--- config.mk ---
export PLATFORM = sky130hd
export DESIGN_NAME = spi_slave_responder
export DESIGN_NICKNAME = d
export VERILOG_FILES = /design/src/rtl/spi_slave_responder.sv
export SDC_FILE = /design/constraint.sdc
export NUM_CORES = 1
export LEC_CHECK = 0
export ABC_CLOCK_PERIOD_IN_PS = 4800
export BUFFER_PORTS_ARGS = -buffer_cell sky130_fd_sc_hd__buf_2
export CORE_ASPECT_RATIO = 1.25
export CORE_MARGIN = 8
export CORE_UTILIZATION = 45
export CTS_BUF_LIST = sky130_fd_sc_hd__clkbuf_16
export CTS_CLUSTER_SIZE = 12
export DETAILED_ROUTE_END_ITERATION = 7
export HOLD_SLACK_MARGIN = 0.05
export SYNTH_ARGS = -nofsm -noshare
export SYNTH_HDL_FRONTEND = slang
export SYNTH_SLANG_ARGS = --single-unit
--- constraint.sdc ---
create_clock -name ACLK -period 4.8 [get_ports ACLK]
set_input_delay 0.24 -clock ACLK [delete_from_list [all_inputs] [get_ports ACLK]]
set_output_delay 0.24 -clock ACLK [all_outputs]
set_load 0.005 [all_outputs]
--- src/rtl/spi_slave_responder.sv ---
// rtl/spi_slave_responder.sv - SPI mode-0 slave with TX holding register and RX frame FIFO
module spi_slave_responder #(
    parameter int                DATA_W   = 32,
    parameter int                RX_DEPTH = 4,
    parameter logic [DATA_W-1:0] TX_IDLE  = 32'h0000_0000
) (
    input  logic              ACLK,
    input  logic              ARESETN,
    input  logic              SCLK,
    input  logic              SS_N,
    input  logic              MOSI,
    output logic              MISO,
    output logic [DATA_W-1:0] rx_data,
    output logic              rx_valid,
    input  logic              rx_ready,
    input  logic [DATA_W-1:0] tx_data,
    input  logic              tx_valid,
    output logic              tx_ready,
    output logic              rx_overflow,
    output logic              tx_underrun,
    output logic              frame_abort
);
    localparam int CNT_W = $clog2(DATA_W);
    localparam int PTR_W = $clog2(RX_DEPTH);
    localparam logic [CNT_W-1:0] LAST_BIT  = CNT_W'(DATA_W - 1);
    localparam logic [PTR_W:0]   FIFO_FULL = (PTR_W + 1)'(RX_DEPTH);

    typedef enum logic [1:0] {IDLE, LOAD, SHIFT} state_t;
    state_t state, state_d;

    logic sclk_s1, sclk_s2, sclk_d;
    logic ss_s1, ss_s2, ss_d;
    logic mosi_s1, mosi_s2;
    logic sclk_rise, sclk_fall, ss_fall, ss_rise;

    logic [CNT_W-1:0]  bit_cnt;
    logic              reload_pend;
    logic [DATA_W-2:0] rx_shift;
    logic [DATA_W-1:0] rx_word;
    logic [DATA_W-1:0] tx_shift;
    logic [DATA_W-1:0] hold_data;
    logic              hold_full;
    logic              load_tx, shift_rx, shift_tx, abort_ev;
    logic              word_done, pop, push_ok, tx_accept;

    logic [DATA_W-1:0] fifo_mem [RX_DEPTH];
    logic [PTR_W-1:0]  wr_ptr, rd_ptr;
    logic [PTR_W:0]    fifo_cnt;

    always_ff @(posedge ACLK) begin
        if (!ARESETN) begin
            {sclk_s1, sclk_s2, sclk_d} <= 3'b000;
            {ss_s1, ss_s2, ss_d}       <= 3'b111;
            {mosi_s1, mosi_s2}         <= 2'b00;
        end else begin
            {sclk_s1, sclk_s2, sclk_d} <= {SCLK, sclk_s1, sclk_s2};
            {ss_s1, ss_s2, ss_d}       <= {SS_N, ss_s1, ss_s2};
            {mosi_s1, mosi_s2}         <= {MOSI, mosi_s1};
        end
    end

    assign sclk_rise = sclk_s2 & ~sclk_d;
    assign sclk_fall = ~sclk_s2 & sclk_d;
    assign ss_fall   = ~ss_s2 & ss_d;
    assign ss_rise   = ss_s2 & ~ss_d;

    always_ff @(posedge ACLK) begin
        if (!ARESETN) state <= IDLE;
        else          state <= state_d;
    end

    // SS_N rising is checked before any SCLK edge so a coincident final fall never reloads.
    always_comb begin
        state_d  = state;
        load_tx  = 1'b0;
        shift_rx = 1'b0;
        shift_tx = 1'b0;
        abort_ev = 1'b0;
        case (state)
            IDLE: if (ss_fall) state_d = LOAD;
            LOAD: begin
                load_tx = 1'b1;
                state_d = SHIFT;
            end
            SHIFT: begin
                if (ss_rise) begin
                    state_d  = IDLE;
                    abort_ev = (bit_cnt != '0);
                end else if (sclk_rise) begin
                    shift_rx = 1'b1;
                end else if (sclk_fall) begin
                    load_tx  = reload_pend;
                    shift_tx = !reload_pend;
                end
            end
            default: state_d = IDLE;
        endcase
    end

    assign rx_word   = {rx_shift, mosi_s2};
    assign word_done = shift_rx && (bit_cnt == LAST_BIT);
    assign pop       = rx_valid && rx_ready;
    assign push_ok   = word_done && ((fifo_cnt != FIFO_FULL) || pop);
    assign tx_ready  = !hold_full && (state != LOAD);
    assign tx_accept = tx_valid && tx_ready;
    assign MISO      = (state == SHIFT) ? tx_shift[DATA_W-1] : 1'b0;

    always_ff @(posedge ACLK) begin
        if (!ARESETN) begin
            bit_cnt     <= '0;
            reload_pend <= 1'b0;
            rx_shift    <= '0;
            tx_shift    <= '0;
            hold_data   <= '0;
            hold_full   <= 1'b0;
            rx_overflow <= 1'b0;
            tx_underrun <= 1'b0;
            frame_abort <= 1'b0;
        end else begin
            rx_overflow <= word_done && !push_ok;
            frame_abort <= abort_ev;
            tx_underrun <= 1'b0;
            if (shift_rx) begin
                rx_shift <= rx_word[DATA_W-2:0];
                if (word_done) begin
                    bit_cnt     <= '0;
                    reload_pend <= 1'b1;
                end else begin
                    bit_cnt <= bit_cnt + 1'b1;
                end
            end else if (state != SHIFT) begin
                bit_cnt     <= '0;
                reload_pend <= 1'b0;
            end
            if (load_tx) begin
                reload_pend <= 1'b0;
                tx_shift    <= hold_full ? hold_data : TX_IDLE;
                tx_underrun <= !hold_full;
            end else if (shift_tx) begin
                tx_shift <= {tx_shift[DATA_W-2:0], 1'b0};
            end
            if (load_tx && hold_full) begin
                hold_full <= 1'b0;
            end else if (tx_accept) begin
                hold_full <= 1'b1;
                hold_data <= tx_data;
            end
        end
    end

    always_ff @(posedge ACLK) begin
        if (push_ok) fifo_mem[wr_ptr] <= rx_word;
    end

    always_ff @(posedge ACLK) begin
        if (!ARESETN) begin
            wr_ptr   <= '0;
            rd_ptr   <= '0;
            fifo_cnt <= '0;
        end else begin
            if (push_ok) wr_ptr <= wr_ptr + 1'b1;
            if (pop)     rd_ptr <= rd_ptr + 1'b1;
            case ({push_ok, pop})
                2'b10:   fifo_cnt <= fifo_cnt + 1'b1;
                2'b01:   fifo_cnt <= fifo_cnt - 1'b1;
                default: fifo_cnt <= fifo_cnt;
            endcase
        end
    end

    assign rx_valid = (fifo_cnt != '0);
    assign rx_data  = rx_valid ? fifo_mem[rd_ptr] : '0;
endmodule

* Yosys cells after proc, flatten, opt, wreduce, memory -nomap -nowiden
Memories as Yosys holds them, arrays and structs flattened. A register that Yosys moved wholly into a read port is not among the register bits.
Index checks and enable logic that the tools add are counted.
** Word-level totals
- Register bits :: 122
- Memories :: 1
- Input bits :: 39
- Bits in writable memories :: 128
- Word-level logic and storage cells :: 102
- Memory bits (read-only) :: 0
- Output and inout bits :: 38
- Bits in latches :: 0
** Memory list
- fifo_mem :: depth 4, bits a word 32, rd ports 1, clocked after Yosys merged registers in 1, wr ports 1, line 46 : logic [DATA_W-1:0] fifo_mem [RX_DEPTH];
** Operators by class
- Multiplexer cells :: 30
- Equal/unequal tests :: 11
- Divide/modulo/power cells :: 0
- Bitwise gates (word level) :: 10
- $lt $le $gt $ge :: 0
- Multipliers :: 0
- Add/subtract/negate cells :: 5
- Shift operators :: 0
- Reductions and logical operators :: 24
** Operators by type and width (count)
- 2-to-1 mux 32 bit :: 4
- 2-to-1 mux 1 bit :: 16
- 2-to-1 mux 5 bit :: 3
- 2-to-1 mux 2 bit :: 4
- AND reduction 2 bit :: 4
- logical AND 1 bit :: 7
- inequality test 2 bit (second input constant) :: 3
- inverter 1 bit :: 6
- one-hot mux 2 bit (3 select lines) :: 1
- one-hot mux 3 bit (2 select lines) :: 1
- nonzero test 2 bit :: 3
- adder 5 x 1 -> 5 bit (second input constant) :: 1
- == test 5 bit (second input constant) :: 1
- nonzero test 5 bit :: 1
- adder 2 x 1 -> 2 bit (second input constant) :: 2
- AND 1 bit :: 4
- == test 2 x 1 -> 1 bit (second input constant) :: 2
- == test 2 bit (second input constant) :: 2
- inequality test 2 x 1 -> 1 bit (second input constant) :: 2
- OR reduction 2 bit :: 2
- adder 3 x 1 -> 3 bit (second input constant) :: 1
- logical NOT 1 bit :: 3
- inequality test 3 bit (second input constant) :: 1
- AND reduction 3 bit :: 1
- 5 further kinds :: 5

* Logic depth before layout (Yosys ltp)
- Depth in word-level cells :: 9
- Depth in mapped cells :: 11
- Mapped depth without buffers :: 11

* Least setup slack after synthesis
OpenSTA, ideal clock, no wires.
- Path type :: reg2reg
- Start point :: register bit_cnt[0]
- End point :: memory fifo_mem[0][0], enable pin
- Stages on the path, launching flop included :: 7
- Path slack :: 2.079 ns
- Period minus slack after synthesis :: 2.721 ns
- Data required time :: 4.408 ns
- Buffers on the path :: 0
- Arrival time :: 2.329 ns
- Library setup time :: 0.392 ns
- Cell sequence :: dfxtp_1 -> ha_1 -> and3_1 -> ha_1 -> and3b_1 -> nor4b_2 -> and2_1
** On the way
- Word-level cells in the longest chain between the ends :: 5
** Ends and longest elaborated chain
- start: declaration :: line 36 : logic [CNT_W-1:0] bit_cnt;
- start signal: assignment :: line 129 : bit_cnt <= bit_cnt + 1'b1;
- == test 5 bit :: line 101 : assign word_done = shift_rx && (bit_cnt == LAST_BIT);
- logical AND 1 bit :: line 101
- logical AND 1 bit :: line 103 : assign push_ok = word_done && ((fifo_cnt != FIFO_FULL) || pop);
- 2-to-1 mux 1 bit :: line 152 : if (push_ok) fifo_mem[wr_ptr] <= rx_word;
- 2-to-1 mux 1 bit (not written as such) :: line 152
- end: declaration :: line 46
Every way passes these cells.

* Final worst setup path
- Start point :: register bit_cnt[0]
- End point :: memory fifo_mem[3][14], enable pin
Same word-level chain as after synthesis.

==> results_dict.tcl <==
set metrics [dict create \
    clk-insertion-delay-late_ps 520 \
    p_per_area_nw_per_um2 381 \
    synth_cells 811 \
    worstPathRequired_ps 5000 \
    ys.flop_type "edfxtp_1" \
    syn_nets 861 \
    layout_common_cells "nand2_1, edfxtp_1, dfxtp_1, a21oi_1, buf_2" \
    numCtsBuffers 26 \
    fmax_mhz 351 \
    synth_edf_count 128 \
    ys_seq_area_share_pct 64.5 \
    synth-seq-cells 252 \
    dp_slack_ps 1950 \
    post_drt_wl_per_cell_um 15.9 \
    yosys_warnings 0 \
    hold_viol 0 \
    synth_area_um2 9800 \
    drtAntennaViolNets 0 \
    cp_max_fo 13 \
    cts_root_buffer "clkbuf_16" \
    layout.nets 961 \
    p_leak_nw 4.14 \
    drt-pass1-iter-count 7 \
    yosys.area.top_type_share_pct 39.2 \
    antenna_cells 0 \
    placed_area_um2 10400 \
    rsz0062_at_grt "false" \
    path_clk_slew_ps 60 \
    synthTopCellsByArea "edfxtp_1, dfxtp_1, mux4_2" \
    min_period_ps 2850 \
    min_path_type "in -> reg" \
    ys_types 45 \
    irDropWorstVdd_mv 0.319 \
    worst_slack_ps 1950 \
    drc 0 \
    die_area_um2 26800 \
    place_inst 1126 \
    grt_use_total_pct 14.4 \
    drt_wl_total_um 19300 \
    fin_util_pct 53.8 \
    fin_hold_ws_ps 289 \
    cts_resized 0 \
    fillers 1851 \
    dr_total_vias 6193 \
    fin_skew_ps 10.6 \
    total_power_mw 4.40 \
    clk_path_buf_depth 3 \
    final_common_cell "nand2_1" \
    synth_top_cell_by_area "edfxtp_1" \
    tns_ps 0 \
    drive_gt1_share_pct 17.5 \
    fin_crit_sh_pct 59.4 \
    cts_sinks 252 \
    antenna_found_initial 0 \
    fin_cells 1210 \
    drt_iter0_drc 259 \
    start_util_pct 45.7 \
    io_pins 77 \
    synthToLayoutAreaGrowth_pct 17.7 \
    place_hpwl_um 11200 \
    rows 60 \
    dieWidth_um 148 \
    setup_viol 0 \
    syn_avg_cell_area_um2 12.1 \
    max_slew.worst_pin.slew_ps 1120 \
    grt_max_degree 51 \
    outcome "complete, no violations" \
    cts_tree "built" \
    max_slew_margin_pct 25.6 \
    routed_via_density 5.12 \
    die_y_um 181 \
    place_congestion 0.730 \
    cp-start-kind "flop" \
    grt_overflow 0 \
    design_area_um2 11500 \
    cts.htree.levels 1 \
    drv_cap 0 \
    finalMaxSlewViolations 0 \
    io_buffers 76 \
    end_kind "flop" \
    r2r_slack_ps 1950 \
    first_global_vias 6272 \
    cp.arrival_ps 3050 \
    coreArea_um2 21500 \
    grt_first_pass_wirelength_um 32000 \
    critPathKind "reg -> reg" \
    synthArstFlopShare_pct 0 \
]
## worst paths after layout
check,startpoint,endpoint,cells past startpoint
setup reg to reg,bit_cnt[0]$_SDFFE_PN0P_,fifo_mem[3][14]$_DFFE_PP_,7
hold / removal,ARESETN,ss_s1$_SDFF_PN1_,2
hold reg to reg,ss_s1$_SDFF_PN1_,ss_s2$_SDFF_PN1_,1
setup / recovery,bit_cnt[0]$_SDFFE_PN0P_,fifo_mem[3][14]$_DFFE_PP_,7
## layout make-up
type | instances | area [um2] | share of cell area, %
flip-flops and latches | 252 | 6330 | 54.8
multi-input cells | 467 | 3100 | 26.8
repair buffers | 125 | 838 | 7.26
clock buffers | 27 | 676 | 5.85
well taps | 279 | 349 | 3.02
inverters | 39 | 146 | 1.27
clock inverters | 21 | 108 | 0.932
## routing by layer
metal | part of all wire, % | up-vias | track usage, %
met5 | 0 | - | 0
met4 | 1.6 | 0 | 3.80
met3 | 4.6 | 27 | 2.53
met2 | 49 | 125 | 25.0
met1 | 45 | 2971 | 18.1
li1 | - | 3070 | -
## synth_stat cells (3+ instances only)
| master | number |
|---|---|
| nand2_1 | 140 |
| inv_1 | 37 |
| nor2b_1 | 3 |
| dfxtp_1 | 124 |
| and2_1 | 44 |
| ha_1 | 10 |
| mux2i_1 | 4 |
| o21ai_0 | 30 |
| o21ai_1 | 3 |
| buf_1 | 6 |
| mux4_2 | 32 |
| nand2b_1 | 8 |
| nor3_1 | 6 |
| nand3_1 | 7 |
| nor2_1 | 18 |
| a21oi_1 | 99 |
| clkbuf_1 | 31 |
| a211oi_1 | 32 |
| buf_2 | 10 |
| edfxtp_1 | 128 |
| buf_6 | 5 |
## cells by family (layout without fill, tap and decap cells)
kind of cell / after synthesis / after routing / synth area share [%]
muxes: 37 / 37 / 7.99
buffers and inverters: 92 / 212 / 4.07
DFF: 252 / 252 / 64.5
and+or+nand+nor: 242 / 242 / 11.7
AOI/OAI and AO/OA: 174 / 174 / 9.99
xor gates and xnor gates: 3 / 3 / 0.268
adders and majority gates: 11 / 11 / 1.48
## report_power, final
part	internal, mW	switching [mW]	total [mW]
sequential	2.29	0.0243	2.31
clock	1.06	0.782	1.84
combinational	0.0913	0.151	0.242
total	3.44	0.958	4.40
## flip-flops by register name, summed over array words and instances, names as in the netlist, 2 cells and up, named ones only
register,count
fifo_cnt,3
rd_ptr,2
fifo_mem,128
rx_shift,31
bit_cnt,5
state,2
wr_ptr,2
hold_data,32
tx_shift,32
## timing repair
| item | CTS | global route |
|---|---|---|
| setup buffers | 0 | 0 |
| hold buffers | 36 | 0 |
| hold endpoints to repair | 36 | 0 |
## critical path, cell delays in order, from the launching register on
cell and delay, ps:
dfxtp_1 380, ha_1 210, and3_1 170, ha_1 220, and3b_1 200, nor4b_2 500, and2_1 520, buf_4 330
Power figures use the tool's default switching activity.
